<file path="src/rtl/fifo_uart_pkg.sv">
// Shared types and constants for the FIFO-fed UART transmitter.
package fifo_uart_pkg;

   localparam int   DATA_BITS = 8;
   localparam logic PAR_EVEN  = 1'b0;
   localparam logic PAR_ODD   = 1'b1;

   typedef enum logic [2:0] {
      ST_IDLE,
      ST_FETCH,
      ST_LOAD,
      ST_START,
      ST_DATA,
      ST_PARITY,
      ST_STOP
   } tx_state_t;

   // Parity of a data byte: XOR of all bits, inverted for odd sense.
   function automatic logic parity_bit(input logic [DATA_BITS-1:0] data,
                                       input logic                 sense);
      return (^data) ^ sense;
   endfunction

endpackage

</file>
<file path="src/rtl/uart_baud_cnt.sv">
// Bit-period counter: counts 0..CLKS_PER_BIT-1, restarting on each bit
// boundary or whenever clr is held.  pre_tick marks the cycle before the
// boundary so the parent can line up registered outputs with it.
module uart_baud_cnt
   import fifo_uart_pkg::*;
#(
   parameter int CLKS_PER_BIT = 16
) (
   input  logic clock,
   input  logic rst,
   input  logic clr,
   output logic bit_tick,
   output logic pre_tick
);

   localparam int            CW       = $clog2(CLKS_PER_BIT);
   localparam logic [CW-1:0] CNT_LAST = CW'(CLKS_PER_BIT - 1);
   localparam logic [CW-1:0] CNT_PRE  = CW'(CLKS_PER_BIT - 2);

   logic [CW-1:0] cnt_q, cnt_d;

   assign bit_tick = (cnt_q == CNT_LAST);
   assign pre_tick = (cnt_q == CNT_PRE);

   // Next count: wrap to zero at a bit boundary or while cleared.
   always_comb begin
      cnt_d = cnt_q + CW'(1);
      if (clr || bit_tick) begin
         cnt_d = '0;
      end
   end

   // Count register.
   always_ff @(posedge clock or negedge rst) begin
      if (!rst) begin
         cnt_q <= '0;
      end else begin
         cnt_q <= cnt_d;
      end
   end

endmodule

</file>
<file path="src/rtl/fifo_uart_tx.sv">
// FIFO read-side consumer that serialises each byte onto a UART line:
// start bit, 8 data bits LSB first, optional parity, 1 or 2 stop bits.
// All outputs are registered from next-state values so they line up
// with the state register.
module fifo_uart_tx
   import fifo_uart_pkg::*;
#(
   parameter int CLKS_PER_BIT = 16,
   parameter int PARITY_EN    = 0,
   parameter int PARITY_ODD   = 0,
   parameter int STOP_BITS    = 1
) (
   input  logic                 clock,
   input  logic                 rst,
   input  logic                 tx_en,
   input  logic                 fifo_empty,
   input  logic [DATA_BITS-1:0] fifo_data,
   output logic                 fifo_rd,
   output logic                 tx,
   output logic                 busy,
   output logic                 byte_done,
   output logic [15:0]          tx_count
);

   localparam logic       SENSE    = (PARITY_ODD != 0) ? PAR_ODD : PAR_EVEN;
   localparam logic [2:0] LAST_BIT = 3'(DATA_BITS - 1);

   tx_state_t            state_q, state_d;
   logic [DATA_BITS-1:0] shreg_q, shreg_d;
   logic [2:0]           bit_idx_q, bit_idx_d;
   logic                 stop_idx_q, stop_idx_d;
   logic                 par_q, par_d;
   logic                 tx_q, tx_d;
   logic                 rd_q, rd_d;
   logic                 busy_q, busy_d;
   logic                 done_q, done_d;
   logic [15:0]          tx_count_q, tx_count_d;

   logic baud_clr;
   logic bit_tick;
   logic pre_tick;
   logic last_stop;
   logic next_frame;

   // A second stop bit exists only when STOP_BITS is 2.
   assign last_stop  = (STOP_BITS == 2) ? stop_idx_q : 1'b1;
   assign next_frame = tx_en && !fifo_empty;

   uart_baud_cnt #(
      .CLKS_PER_BIT(CLKS_PER_BIT)
   ) u_baud (
      .clock   (clock),
      .rst     (rst),
      .clr     (baud_clr),
      .bit_tick(bit_tick),
      .pre_tick(pre_tick)
   );

   // Next-state logic plus registered-output precomputation.
   always_comb begin
      state_d    = state_q;
      shreg_d    = shreg_q;
      bit_idx_d  = bit_idx_q;
      stop_idx_d = stop_idx_q;
      par_d      = par_q;
      tx_count_d = tx_count_q;
      done_d     = 1'b0;
      baud_clr   = 1'b0;
      tx_d       = 1'b1;

      unique case (state_q)
         ST_IDLE: begin
            baud_clr = 1'b1;
            if (next_frame) begin
               state_d = ST_FETCH;
            end
         end
         ST_FETCH: begin
            baud_clr = 1'b1;
            state_d  = ST_LOAD;
         end
         ST_LOAD: begin
            // FIFO data is valid now, one cycle after the read strobe.
            baud_clr   = 1'b1;
            shreg_d    = fifo_data;
            par_d      = parity_bit(fifo_data, SENSE);
            bit_idx_d  = '0;
            stop_idx_d = 1'b0;
            state_d    = ST_START;
         end
         ST_START: begin
            if (bit_tick) begin
               state_d = ST_DATA;
            end
         end
         ST_DATA: begin
            if (bit_tick) begin
               shreg_d   = {1'b0, shreg_q[DATA_BITS-1:1]};
               bit_idx_d = bit_idx_q + 3'd1;
               if (bit_idx_q == LAST_BIT) begin
                  state_d = (PARITY_EN != 0) ? ST_PARITY : ST_STOP;
               end
            end
         end
         ST_PARITY: begin
            if (bit_tick) begin
               state_d = ST_STOP;
            end
         end
         ST_STOP: begin
            // Raise byte_done and bump the count so both show on the
            // final stop cycle.
            if (pre_tick && last_stop) begin
               done_d     = 1'b1;
               tx_count_d = tx_count_q + 16'd1;
            end
            if (bit_tick) begin
               if (last_stop) begin
                  state_d = next_frame ? ST_FETCH : ST_IDLE;
               end else begin
                  stop_idx_d = 1'b1;
               end
            end
         end
         default: begin
            state_d = ST_IDLE;
         end
      endcase

      unique case (state_d)
         ST_START:  tx_d = 1'b0;
         ST_DATA:   tx_d = shreg_d[0];
         ST_PARITY: tx_d = par_d;
         default:   tx_d = 1'b1;
      endcase

      rd_d   = (state_d == ST_FETCH);
      busy_d = (state_d != ST_IDLE);
   end

   // State, datapath and output registers.
   always_ff @(posedge clock or negedge rst) begin
      if (!rst) begin
         state_q    <= ST_IDLE;
         shreg_q    <= '0;
         bit_idx_q  <= '0;
         stop_idx_q <= 1'b0;
         par_q      <= 1'b0;
         tx_q       <= 1'b1;
         rd_q       <= 1'b0;
         busy_q     <= 1'b0;
         done_q     <= 1'b0;
         tx_count_q <= '0;
      end else begin
         state_q    <= state_d;
         shreg_q    <= shreg_d;
         bit_idx_q  <= bit_idx_d;
         stop_idx_q <= stop_idx_d;
         par_q      <= par_d;
         tx_q       <= tx_d;
         rd_q       <= rd_d;
         busy_q     <= busy_d;
         done_q     <= done_d;
         tx_count_q <= tx_count_d;
      end
   end

   assign tx        = tx_q;
   assign fifo_rd   = rd_q;
   assign busy      = busy_q;
   assign byte_done = done_q;
   assign tx_count  = tx_count_q;

endmodule

</file>
<file path="config.mk">
export PLATFORM = sky130hd
export DESIGN_NAME = fifo_uart_tx
export DESIGN_NICKNAME = d
export VERILOG_FILES = /design/src/rtl/fifo_uart_pkg.sv /design/src/rtl/uart_baud_cnt.sv /design/src/rtl/fifo_uart_tx.sv
export SDC_FILE = /design/constraint.sdc
export NUM_CORES = 1
export LEC_CHECK = 0
export CORE_MARGIN = 1
export CORE_UTILIZATION = 45
export CTS_BUF_LIST = sky130_fd_sc_hd__clkbuf_16
export DETAILED_ROUTE_END_ITERATION = 10
export PLACE_DENSITY = 0.71
export SLEW_MARGIN = 20
export SYNTH_ARGS = -nofsm -noshare
export SYNTH_HDL_FRONTEND = slang
export SYNTH_SLANG_ARGS = --single-unit
</file>
<file path="constraint.sdc">
create_clock -name clock -period 2.45 [get_ports clock]
set_clock_uncertainty 0.05 [all_clocks]
set_input_delay 0.49 -clock clock [delete_from_list [all_inputs] [get_ports clock]]
set_output_delay 0.49 -clock clock [all_outputs]
set_load 0.01 [all_outputs]
</file>
-- Word-level counts from Yosys, hierarchy flattened
Index checks and enable logic that the tools add are counted.
- $add $sub $neg: 3
- equality and inequality tests: 14
- multiplexer cells: 18
- reduce and logical (&&, ||, !) cells: 10
- operators by type and width (kind ; count):
    two-way mux 3 bit ; 7
    one-hot mux 3 bit (7 select lines) ; 1
    equality test 3 bit, second input constant ; 6
    adder 16 x 1 -> 16 bit, second input constant ; 1
    one-hot mux 8 bit (2 select lines) ; 1
    equality test 3 x 2 -> 1 bit, second input constant ; 3
    equality test 4 bit, second input constant ; 2
    two-way mux 8 bit ; 1
    XOR reduction 8 bit ; 1
    equality test 3 x 1 -> 1 bit, second input constant ; 2
    one-hot mux 3 bit (2 select lines) ; 1
    two-way mux 1 bit ; 5
    adder 4 x 1 -> 4 bit, second input constant ; 1
    two-way mux 4 bit ; 1
    AND reduction 2 bit ; 2
    adder 3 x 1 -> 3 bit, second input constant ; 1
    logical NOT 3 bit ; 1
    one-hot mux 1 bit (3 select lines) ; 1
    nonzero test 3 bit ; 1
    OR reduction 3 bit ; 1
    != test 2 x 1 -> 1 bit, second input constant ; 1
    nonzero test 2 bit ; 1
    logical AND 1 bit ; 1
    logical NOT 1 bit ; 1
    logical OR 1 bit ; 1
- flip-flop bits (word level): 39
- input bits: 12
- output and inout bits: 20
- word-level logic and storage cells: 56

-- Logic depth before layout (Yosys ltp)
Gate-level depths: netlist of the first run.
- depth after elaboration: 7
- depth in mapped cells: 7

-- Cells and area by module
A second synthesis of the first run with hierarchy kept.
- cell total of the unflattened synthesis: 168
- area, all modules: 1953.1 um^2
- by module, submodules not included (module ; instances ; cells each ; area each (um^2) ; seq. area each (um^2)):
    fifo_uart_tx ; 1 ; 151 ; 1757.9 ; 877.1
    uart_baud_cnt ; 1 ; 17 ; 195.2 ; 100.1

-- Worst setup path after synthesis of the first run
OpenSTA, ideal clock, no wires.
- path kind: reg-to-reg
- from: register u_baud.cnt_q[0]
- to: register busy_q, in the netlist busy
- library setup time: 0.131 ns
- arrival: 1.586 ns
- path slack: 0.683 ns
- cell stages (with the launch flop): 7
- path buffers: 1
- cell sequence: dfrtp_1 -> ha_1 -> and3_1 -> buf_2 -> nand4b_1 -> o211ai_1 -> or3_1
- cells in the longest elaborated chain, start to end: 4
- elaborated cells on any way between the ends: 7
- RTL lines (element ; RTL line ; text):
    from (decl) ; uart_baud_cnt.sv:20 ; logic [CW-1:0] cnt_q, cnt_d;
    from (signal assigned) ; uart_baud_cnt.sv:38 ; cnt_q <= cnt_d;
    equality test 4 bit * ; uart_baud_cnt.sv:22 ; assign bit_tick = (cnt_q == CNT_LAST);
    two-way mux 3 bit (on tied branches) ; n/a ;
    one-hot mux 3 bit (7 select lines) * ; fifo_uart_tx.sv:71 ; unique case (state_q)
    named net state_d[0] ; fifo_uart_tx.sv:28 ; tx_state_t state_q, state_d;
    nonzero test 3 bit * ; fifo_uart_tx.sv:138 ; busy_d = (state_d != ST_IDLE);
    named net busy_d ; fifo_uart_tx.sv:35 ; logic busy_q, busy_d;
    to (signal assigned) ; fifo_uart_tx.sv:162 ; busy_q <= busy_d;
    to (decl) ; fifo_uart_tx.sv:35 ;
The timed path passes the listed nets; every way through them passes the cells marked *.
A chain may end at the register's enable or synchronous reset.

-- Worst setup path in the final report of the first run
- from: register u_baud.cnt_q[0]
- to: register tx_q, in the netlist tx
- cells in the longest elaborated chain, start to end: 5
- elaborated cells on any way between the ends: 12
- RTL lines (element ; RTL line ; text):
    equality test 4 bit * ; uart_baud_cnt.sv:22 ;
    two-way mux 3 bit (on tied branches) ; n/a ;
    one-hot mux 3 bit (7 select lines) * ; fifo_uart_tx.sv:71 ;
    named net state_d[1] ; fifo_uart_tx.sv:28 ;
    equality test 3 bit or equality test 3 x 2 -> 1 bit (tied branches) ; fifo_uart_tx.sv:130 ; unique case (state_d)
    one-hot mux 1 bit (3 select lines) * ; fifo_uart_tx.sv:130 ;
    named net tx_d ; fifo_uart_tx.sv:33 ; logic tx_q, tx_d;
    to (signal assigned) ; fifo_uart_tx.sv:160 ; tx_q <= tx_d;
    to (decl) ; fifo_uart_tx.sv:33 ;
The timed path passes the listed nets; every way through them passes the cells marked *. The select of a mux whose other input is x is not followed.

==> results.ini, run 1 <==
[status]
status = complete, no violations

[grt]
grt-ovfl-total = 0
grt_pass1_wl_um = 6720
antenna_found_initial = 0
grt_pass1_vias = 1441
grtUsageTotal_pct = 20.6
grt_max_degree = 40

[clocking]
insertion_delay_ps = 280
hold_buffers = 0
clk_pin_slew_ps = 60
cts_sinks = 39
cts_setup_buffers = 0
post_cts_resized = 0
cts_tree = done
cts_buffers = 5
cts-root-buf = clkbuf_16
cts_max_level = 2
clk_path_buf_depth = 2

[drt]
drtIter0Drc = 81
drc_errors = 0
finalWirelength_um = 3970
num_vias = 1452
ant_nets = 0
avgRoutedWirePerCell_um = 14.8
dr.pass1.iters = 4
avgViaCountPerCell = 5.42

[placement]
gp_congestion = 0.838
place_ws_ps = 362
dp_hpwl_um = 2830
port_buffers = 31

[floorplanning]
die_y_um = 67.2
fp-row-count = 23
core_area_sq_mm = 0.00403
dieArea_sq_mm = 0.00452
die_x_um = 67.2
io-pin-count = 32
initial_core_util_pct = 47.5

[worst_setup_path]
arrival_ps = 2290
reg2reg_to = tx
required_ps = 2600
slowest_delay_ps = 430
crit_chain = ha_1 > and3_1 > a21oi_1 > a211o_1 > a2111oi_4 > a211oi_2
r2r_setup_slack_ps = 310
worst_setup_path_start_kind = flip-flop
crit_fanout = 12
end_kind = flip-flop
crit_slowest_cell = and3_1
r2r_start = u_baud.cnt_q[0]
r2r_cells = 6
crit_type = reg2reg

[timing]
tns_ps = 0
tightest_slew_ps = 852
min_period_ps = 2140
setup_ws_ps = 311
relSlewSlack_pct = 43.2
setup_violations = 0
hold_ws_ps = 266
finalHoldViolCount = 0
fmax_mhz = 467
slew_viol_final = 0
rsz0062_at_grt = false
period_share_pct = 87.3

[layout]
drive_above_1_share_pct = 9.63
register_area_sq_um = 977
syn2layout_area_growth_pct = 26.4
mostFrequentLayoutCell = dfrtp_1
final_nets = 234
multiInputGateArea_sq_um = 893
fillers = 336
final_cell_mix = dfrtp_1 (38), clkdlybuf4s50_1 (30), nand2_1 (23), nor2_1 (14), xnor2_1 (13)
antenna_cells = 0

[pwr]
ir_drop_mv = 0.371
p_per_area_mw_per_mm2 = 563
finalPower_w = 0.00136
p_leak_nw = 1.11

[min_path]
hold_class = in2async

[logic_synthesis]
syn_nets = 199
synth-main-ff-cell = dfrtp_1
synthCells = 182
ys_warn_count = 0
synth_area_sq_mm = 0.00191
yosysUniqueCellTypes = 40
syn_area_per_cell_sq_um = 10.5
synth_edf_count = 0
seq_area_frac_synth_pct = 51.1
ys_ff_latch = 39
synthArstFlopShare_pct = 100

[run]
cap_violations = 0

[sequential cells by signal (all words and copies together), names as in the netlist]
name	count
bit_idx_q	3
shreg_q	8
par_q	1
tx	1
state_q	3
tx_count	16
u_baud.cnt_q	4
fifo_rd	1
byte_done	1
busy	1
[how the worst max path moves through the flow]
stage / cells past startpoint / endpoint / startpoint / slack, ps
finish: 6 / tx / u_baud.cnt_q[0] / 310
global route: 6 / tx / u_baud.cnt_q[0] / 140
CTS: 6 / tx / u_baud.cnt_q[0] / 320
detailed placement: 6 / tx / u_baud.cnt_q[0] / 360
global placement: 6 / tx / u_baud.cnt_q[0] / 450
floorplan: 6 / busy / u_baud.cnt_q[0] / 680
[worst max-delay path: cells and delay by family (launching register included)]
| kind | cells | cell delay, ps |
|---|---|---|
| AO/OA/AOI/OAI | 4 | 920 |
| AND/OR/NAND/NOR | 1 | 430 |
| flip-flops | 1 | 380 |
| adder cells (fa/ha/maj) | 1 | 280 |
[layout make-up]
cell class                 count  area share [%]
timing repair buffer          34            13.6
clock buffer                   5            5.18
sequential                    39            40.4
clock inverter                 3           0.673
inverter                       4           0.621
tap                           50            2.59
multi-input combinational    133            37.0
[layer usage]
metal	vias to the layer above	track usage [%]	wire length, um
met3	8	5.91	176
met2	34	34.0	1990
li1	696	-	-
met1	714	24.9	1720
met4	0	9.31	76
met5	-	0	0
[stage by stage]
step	utilization [%]	area [sq um]	std cells
after global routing	60.0	2420	268
final	60.0	2420	268
after CTS	60.0	2420	268
after global placement	56.5	2280	260
after detailed placement	56.5	2280	260
after floorplan	-	1910	182
[cells by family after synthesis]
family	count (synthesis)	synth area share (%)
compound gates	28	11.1
xor+xnor	24	11.0
fa+ha+maj	5	3.27
buf+inv	10	2.22
flops	39	51.1
mux	3	1.70
simple gates	73	19.7
[cell usage after synthesis (all sizes together), types with 5 or more instances]
| cell | instances | area [sq um] |
|---|---|---|
| dfrtp | 38 | 951 |
| nand2 | 23 | 86.3 |
| nor2 | 15 | 58.8 |
| xnor2 | 13 | 114 |
| xor2 | 11 | 96.3 |
| and3 | 8 | 50.1 |
| a21oi | 7 | 35.0 |
| nand3 | 7 | 35.0 |
| o21ai | 7 | 35.0 |
| a22oi | 6 | 45.0 |
| ha | 5 | 62.6 |
[power by group]
| part | internal, W | switching [W] | total (W) |
|---|---|---|---|
| registers | 0.000658 | 0.00000867 | 0.000667 |
| logic | 0.0000388 | 0.0000338 | 0.0000727 |
| clock network | 0.000371 | 0.000250 | 0.000621 |
| total | 0.00107 | 0.000293 | 0.00136 |
Power figures use the tool's default switching activity.
==> inputs of run 2 (changes only) <==
Settings changed: HOLD_SLACK_MARGIN set to 0.02.
==> results of run 2 <==
Final layout, timing and power as in run 1 (identical DEF).
==> inputs of run 3 (changes only) <==
Settings changed: CORE_ASPECT_RATIO set to 1.2, CTS_CLUSTER_DIAMETER set to 30.
==> results.ini, run 3 (synthesis results as in run 1) <==
[status]
status = complete, no violations  ; unchanged

[floorplanning]
core_area_sq_mm = 0.00400  ; was 0.00403 sq mm
initial_core_util_pct = 47.8  ; was 47.5%
die_x_um = 61.5  ; was 67.2 um
die_y_um = 73.4  ; was 67.2 um
io-pin-count = 32  ; unchanged
fp-row-count = 25  ; was 23
dieArea_sq_mm = 0.00452  ; about the same

[timing]
tns_ps = 0  ; unchanged
slew_viol_final = 0  ; unchanged
min_period_ps = 2120  ; was 2140 ps
rsz0062_at_grt = false  ; unchanged
fmax_mhz = 472  ; was 467 MHz
finalHoldViolCount = 0  ; unchanged
setup_violations = 0  ; unchanged
period_share_pct = 86.5  ; was 87.3%
tightest_slew_ps = 833  ; was 852 ps
relSlewSlack_pct = 44.5  ; was 43.2%

[worst_setup_path]
r2r_setup_slack_ps = 330  ; was 310 ps
worst_setup_path_start_kind = flip-flop  ; unchanged
arrival_ps = 2260  ; was 2290 ps
crit_type = reg2reg  ; unchanged
r2r_cells = 6  ; unchanged
crit_fanout = 12  ; unchanged
r2r_start = u_baud.cnt_q[0]  ; unchanged
required_ps = 2590  ; was 2600 ps
end_kind = flip-flop  ; unchanged
reg2reg_to = tx  ; unchanged

[layout]
final_nets = 234  ; unchanged
fillers = 360  ; was 336
largest_register_ff_count = 16  ; unchanged
antenna_cells = 0  ; unchanged
final_core_util_pct = 61.0  ; was 60.0%
drive_above_1_share_pct = 9.68  ; was 9.63%
syn2layout_area_growth_pct = 27.7  ; was 26.4%
finalNonFillerCells = 271  ; was 268
final_cell_mix = dfrtp_1 (38), clkdlybuf4s50_1 (30), nand2_1 (23), nor2_1 (14), xnor2_1 (13)  ; unchanged
mostFrequentLayoutCell = dfrtp_1  ; unchanged

[drt]
avgRoutedWirePerCell_um = 14.6  ; was 14.8 um
ant_nets = 0  ; unchanged
drtIter0Drc = 85  ; was 81
finalWirelength_um = 3960  ; was 3970 um
dr.pass1.iters = 4  ; unchanged
num_vias = 1418  ; was 1,452
avgViaCountPerCell = 5.23  ; was 5.42
drc_errors = 0  ; unchanged

[clocking]
hold_buffers = 0  ; unchanged
clk_path_buf_depth = 2  ; unchanged
insertion_delay_ps = 280  ; about the same
cts-root-buf = clkbuf_16  ; unchanged
clk_pin_slew_ps = 60  ; about the same
cts_max_level = 2  ; unchanged
cts_setup_buffers = 0  ; unchanged
post_cts_resized = 0  ; unchanged
cts_sinks = 39  ; unchanged
cts_buffers = 5  ; unchanged
cts_tree = done  ; unchanged

[grt]
grt_max_degree = 40  ; unchanged
grt_pass1_wl_um = 6590  ; was 6720 um
antenna_found_initial = 0  ; unchanged
grt_pass1_vias = 1422  ; was 1,441
grt-ovfl-total = 0  ; unchanged
grtUsageTotal_pct = 20.2  ; was 20.6%

[pwr]
p_clk_share_pct = 49.0  ; was 45.6%
ir_drop_mv = 0.378  ; was 0.371 mV
power.internal_w = 0.00117  ; was 0.00107 W
p_comb_share_pct = 4.9  ; was 5.3%
finalPower_w = 0.00145  ; was 0.00136 W
sequentialPowerShare_pct = 46.1  ; was 49.0%
netSwitchingFraction_pct = 19.4  ; was 21.5%
p_leak_nw = 1.11  ; about the same
p_sw_w = 0.000282  ; was 0.000293 W
p_per_area_mw_per_mm2 = 595  ; was 563 mW/mm^2

[placement]
port_buffers = 31  ; unchanged
dp_hpwl_um = 2800  ; was 2830 um
gp_congestion = 0.795  ; was 0.838
dp.cells = 264  ; was 260

[run]
cap_violations = 0  ; unchanged

[min_path]
hold_class = in2async  ; unchanged

## run 3: changes by cell type in the layout (fill, tap and decap cells not counted), sizes merged
| cell | before | now |
|---|---|---|
| bufinv | 0 | 1 |
| clkinv | 1 | 0 |
| inv | 5 | 4 |
## run 3: worst max-delay path, stage by stage (launching register included)
cell and delay, ps:
dfrtp_1 380, ha_1 270, and3_1 420, a21oi_1 120, a211o_1 350, a2111oi_4 350, a211oi_2 80
## run 3: final cells by class
cell class              instances  area [sq um]  area share (%)
clock inverters                 2          37.5            1.54
repair buffers                 34           328            13.4
well taps                      54          67.6            2.76
flip-flops and latches         39           977            40.0
inverters                       4          15.0           0.614
clock buffers                   5           125            5.12
multi-input cells             133           893            36.6
## run 3: worst max-delay path by stage
stage / from / to / slack [ps] / cells after the start
final: u_baud.cnt_q[0] / tx / 330 / 6
after global routing: u_baud.cnt_q[0] / tx / 210 / 6
after CTS: u_baud.cnt_q[0] / tx / 320 / 6
after detailed placement: u_baud.cnt_q[0] / tx / 330 / 6
after global placement: u_baud.cnt_q[0] / tx / 450 / 6
after floorplan: u_baud.cnt_q[0] / busy / 680 / 6
## run 3: layer usage
layer	global-route usage (%)	up-vias	wire, um
li1	-	700	-
met1	24.5	685	1730
met2	34.1	26	2040
met3	5.28	7	120
met4	7.16	0	57
met5	0	-	0
## run 3: power groups by stage
stage	Combinational [W]	Sequential (W)	Clock, W
after global placement	0.0000711	0.000679	0
after global routing	0.0000794	0.000670	0.000760
after floorplan	0.0000348	0.000676	0
after detailed placement	0.0000728	0.000681	0
final	0.0000716	0.000670	0.000712
after CTS	0.0000735	0.000670	0.000726
## run 3: stage by stage
stage	setup WS [ps]	area (sq um)	hold WS [ps]
finish	330	2440	266
detailed placement	331	2280	417
global placement	451	2280	409
floorplan	683	1910	144
global route	206	2440	347
CTS	322	2440	303
